### src/rtl/edge_event_arbiter.sv
// Multi-channel edge-event controller: per-channel rise/fall detection with one
// pending slot per edge type, merged into a single valid/ready event port by round robin.
module edge_event_arbiter #(
  parameter int NCH = 4,
  parameter int IDW = 2
) (
  input  logic           clk,
  input  logic           rst,
  input  logic [NCH-1:0] sig_in,
  input  logic [NCH-1:0] pos_en,
  input  logic [NCH-1:0] neg_en,
  output logic           evt_valid,
  input  logic           evt_ready,
  output logic [IDW-1:0] evt_ch,
  output logic           evt_pos,
  output logic [NCH-1:0] ovf,
  input  logic           ovf_clr
);

  // Handshake: an event transfers on a cycle where evt_valid && evt_ready are
  // both high; while evt_valid && !evt_ready, evt_ch/evt_pos are held stable.

  logic [NCH-1:0] s1, s2;
  logic [NCH-1:0] pp, pn, old;
  logic [IDW-1:0] ptr;

  logic [NCH-1:0] rise, fall;
  logic [NCH-1:0] pend_any;
  logic           load;
  logic           sel_found;
  logic [IDW-1:0] sel_ch;
  logic           sel_pos;
  logic [IDW-1:0] ptr_nx;
  logic [NCH-1:0] sel_oh;
  logic [NCH-1:0] clr_pp, clr_pn;
  logic [NCH-1:0] pp_keep, pn_keep;
  logic [NCH-1:0] pp_nx, pn_nx, old_nx, ovf_nx, ovf_set;

  function automatic logic [IDW-1:0] wrap_add(input logic [IDW-1:0] base, input int k);
    int s;
    s = int'(base) + k;
    if (s >= NCH) s = s - NCH;
    return IDW'(s);
  endfunction

  assign rise     = s1 & ~s2 & pos_en;
  assign fall     = ~s1 & s2 & neg_en;
  assign pend_any = pp | pn;
  assign load     = !evt_valid || evt_ready;

  // Round-robin scan starting at ptr; first channel with anything pending wins.
  always_comb begin
    sel_found = 1'b0;
    sel_ch    = '0;
    for (int k = 0; k < NCH; k++) begin
      if (!sel_found && pend_any[wrap_add(ptr, k)]) begin
        sel_found = 1'b1;
        sel_ch    = wrap_add(ptr, k);
      end
    end
  end

  // old[i] = 1 means the pending rise is older than the pending fall.
  always_comb begin
    sel_pos = 1'b0;
    if (sel_found) begin
      if (pp[sel_ch] && pn[sel_ch]) sel_pos = old[sel_ch];
      else                          sel_pos = pp[sel_ch];
    end
  end

  assign ptr_nx = (sel_ch == IDW'(NCH - 1)) ? '0 : sel_ch + 1'b1;

  always_comb begin
    sel_oh = '0;
    clr_pp = '0;
    clr_pn = '0;
    if (load && sel_found) begin
      sel_oh[sel_ch] = 1'b1;
      if (sel_pos) clr_pp = sel_oh;
      else         clr_pn = sel_oh;
    end
  end

  assign pp_keep = pp & ~clr_pp;
  assign pn_keep = pn & ~clr_pn;
  assign pp_nx   = pp_keep | rise;
  assign pn_nx   = pn_keep | fall;

  // An edge landing on a slot that is being drained this cycle is not a loss.
  assign ovf_set = (rise & pp_keep) | (fall & pn_keep);
  assign ovf_nx  = (ovf & ~{NCH{ovf_clr}}) | ovf_set;

  // Order only changes on a fresh entry; merging into an existing slot keeps its age.
  always_comb begin
    old_nx = old;
    for (int i = 0; i < NCH; i++) begin
      if (rise[i] && pn_keep[i] && !pp_keep[i])
        old_nx[i] = 1'b0;
      else if (fall[i] && pp_keep[i] && !pn_keep[i])
        old_nx[i] = 1'b1;
    end
  end

  always_ff @(posedge clk) begin
    if (rst) begin
      s1        <= sig_in;
      s2        <= sig_in;
      pp        <= '0;
      pn        <= '0;
      old       <= '0;
      ovf       <= '0;
      ptr       <= '0;
      evt_valid <= 1'b0;
      evt_ch    <= '0;
      evt_pos   <= 1'b0;
    end else begin
      s1  <= sig_in;
      s2  <= s1;
      pp  <= pp_nx;
      pn  <= pn_nx;
      old <= old_nx;
      ovf <= ovf_nx;
      if (load) begin
        if (sel_found) begin
          evt_valid <= 1'b1;
          evt_ch    <= sel_ch;
          evt_pos   <= sel_pos;
          ptr       <= ptr_nx;
        end else begin
          evt_valid <= 1'b0;
        end
      end
    end
  end

endmodule

### config.mk
export PLATFORM = sky130hd
export DESIGN_NAME = edge_event_arbiter
export DESIGN_NICKNAME = d
export VERILOG_FILES = /design/src/rtl/edge_event_arbiter.sv
export SDC_FILE = /design/constraint.sdc
export NUM_CORES = 1
export LEC_CHECK = 0
export ABC_AREA = 1
export BUFFER_PORTS_ARGS = -buffer_cell sky130_fd_sc_hd__buf_2
export CORE_MARGIN = 3
export CORE_UTILIZATION = 33
export DETAILED_ROUTE_END_ITERATION = 10
export SLEW_MARGIN = 20
export SYNTH_ARGS = -nofsm -noshare
export SYNTH_HDL_FRONTEND = slang
export SYNTH_SLANG_ARGS = --single-unit
### constraint.sdc
create_clock -name clk -period 2.4 [get_ports clk]
set_input_delay 0 -clock clk [delete_from_list [all_inputs] [get_ports clk]]
set_output_delay 0 -clock clk [all_outputs]
set_load 0.1 [all_outputs]
==> metrics.txt <==
Worst path slowest cell=dfxtp_1; 1st-pass router iterations=4; fin cells=372; ANT cells=0; routed via count=1705; fin nets=324; final instance area=approximately 0.0021 mm2; HPWL Detailed=roughly 3.0 mm; synthesized cell area=0.00173 mm2; placed cell area=0.00194 mm2; GPL Wtd Cong=0.884; Final setup viols=0; Fin. Hold Viols=0; ANT nets after route=0; worst vdd ir=0.627 mV; Final Core Density=0.434; number of distinct library cells after synthesis=24; number of global-route vias before repair=1610; Clock Skews=0.00413 ns; critical path class=register to register; drc violations=0; placed insts=around 360; worst-path maximum fanout=6; Fill cells=510; critical path, cell by cell=inv_2 -> nand2_1 -> nand2_2 -> nand3_2 -> nand2_2 -> nor2_4 -> nand4_1 -> nand2_4 -> inv_2 -> buf_4 -> nand3_1 -> nand4_1 -> nand2_2 -> nor2_1 -> nor2_1 -> nor2_1; H-tree Lvls=2; Critical R2R Launch=ptr[1]; clock root buffer=clkbuf_8; syn avg cell area=about 6.4 um2; Core ar.=approximately 0.005 mm2; Seq/Total Area, Yosys=0.346; Die X=78.5 um; most common cell after layout, fill and taps aside=nand2_1; share of layout cells above drive strength 1=0.249; hold_ws=0.0165 ns; Iter 0 DRT Violations=68; CTS tree=yes; family with the most delay on the worst path=simple AND/OR/NAND/NOR gates; Worst Tran Pin Value=0.491 ns; first-pass GRT wire length=6.87 mm; CP max stage delay=0.41 ns; CP bufs+invs=3; WL final=3.94 mm; die height=78.5 um; num ports=24; CP startpoint=ptr[1]; largest net degree at the start of global routing=22; PortBufs=23; Fmax achieved=0.456 GHz; Rows=25; Max Cap Viol=0; clock sink total=30; Yosys warning count=0; gate count of the mapped netlist=approximately 270; CP arrival=2.35 ns; CP Capture Type=register; worst setup margin=0.206 ns; Mapped Nets=approximately 290; Vias/cell=4.58; flop2flop setup slack=0.21 ns; Yosys reg bits=30; power per cell area=1330 mW/mm2; HP Start=neg_en[0]; crit start category=register; CTS max path bufs=2; GRT overflow=0; status=completed; routed len/inst=10.6 um; clock latency on the worst-skew pair=0.28 ns; WP data required=~2.6 ns; Pwr Total=about 2.8 mW; Starting Density=0.353; min Tclk post-route=roughly 2.2 ns; RSZ-0062 raised after global routing=true; Num CTS Buffers=5; Total Routing Usage GR=0.140; Leakage=1.03 nW; initial antenna violation count=0; HP Class=primary input to register; Max Slew Vio Count=0; most frequent cells in the layout=nand2_1 (76), inv_1 (35), dfxtp_1 (29), nand3_1 (27); die area=roughly 0.0062 mm2; Rel. slew slack=0.675; setup tns final=0 ns; part of the cycle the worst path needs=0.914; Reg clk slew, reported paths=0.06 ns; DP Worst Slack=0.0690 ns; Area growth syn-to-layout=22.8%
==> power breakdown <==
| part | switching (mW) | total (mW) | internal [mW] |
|---|---|---|---|
| Sequential | 0.0556 | 0.624 | 0.569 |
| Combinational | 1.25 | 1.81 | 0.560 |
| Clock | 0.170 | 0.390 | 0.220 |
| Total | 1.47 | 2.82 | 1.35 |
==> tightest hold or removal path, cell delays in order <==
cell and delay, ns:
buf_2 0.09, nand3_1 0.08, a21oi_1 0.06
==> Yosys cell counts <==
master,instances,area (um2)
inv_1,35,131
clkbuf_1,2,7.51
buf_6,1,11.3
nand3_1,27,135
buf_4,1,7.51
nor2_1,28,105
nor2_2,2,12.5
ha_1,2,25.0
nor2_4,1,11.3
nand3b_1,1,7.51
o21ai_0,6,30.0
nand2_1,81,304
a21oi_2,2,17.5
dfxtp_1,30,601
o21ai_2,2,17.5
inv_2,4,15.0
a21oi_1,17,85.1
nand4_1,6,37.5
a21boi_0,2,15.0
nand2_2,6,37.5
clkinv_1,1,3.75
nor3_1,1,5.00
nand2_4,1,11.3
nand3_2,10,100
==> path summary, 6_finish.rpt <==
check	endpoint	cells past startpoint
min	pn[0]	3
max reg2reg	ovf[2]	16
max	ovf[2]	16
min reg2reg	evt_pos	2
==> cells by family (layout without fill, tap and decap cells) <==
logic type,Yosys count,in the layout,synth area share
AND/OR/NAND/NOR,164,164,0.442
buffers and inverters,44,80,0.102
flip-flops,30,30,0.346
AO/OA/AOI/OAI,29,29,0.0952
adder cells (fa/ha/maj),2,2,0.0144
==> what timing repair did <==
item | CTS | global route
gates resized for setup | 0 | 16
hold buffers | 4 | 0
endpoints found under the hold margin | 8 | 0
setup endpoints to repair | 0 | 12
setup buffers | 0 | 3
==> cell type report <==
cell class | count | area [um2] | area share
clock buffer | 6 | 82.6 | 0.0388
timing repair buffer | 34 | 211 | 0.0993
multi-input combinational | 195 | 997 | 0.468
inverter | 40 | 150 | 0.0705
sequential | 30 | 604 | 0.284
tap | 67 | 83.8 | 0.0394
==> routing by layer <==
layer,vias up,global-route usage,share of wire
met3,6,0.0298,0.045
met1,733,0.170,0.46
met4,0,0.0524,0.017
met5,-,0,0
li1,923,-,-
met2,43,0.241,0.47
==> registers in the layout (all words and copies together), names as in the netlist <==
name	count
evt_pos	1
s1	4
pp	4
ovf	4
ptr	2
evt_ch	2
old	4
pn	4
s2	4
evt_valid	1
(Power assumes the default switching activity.)
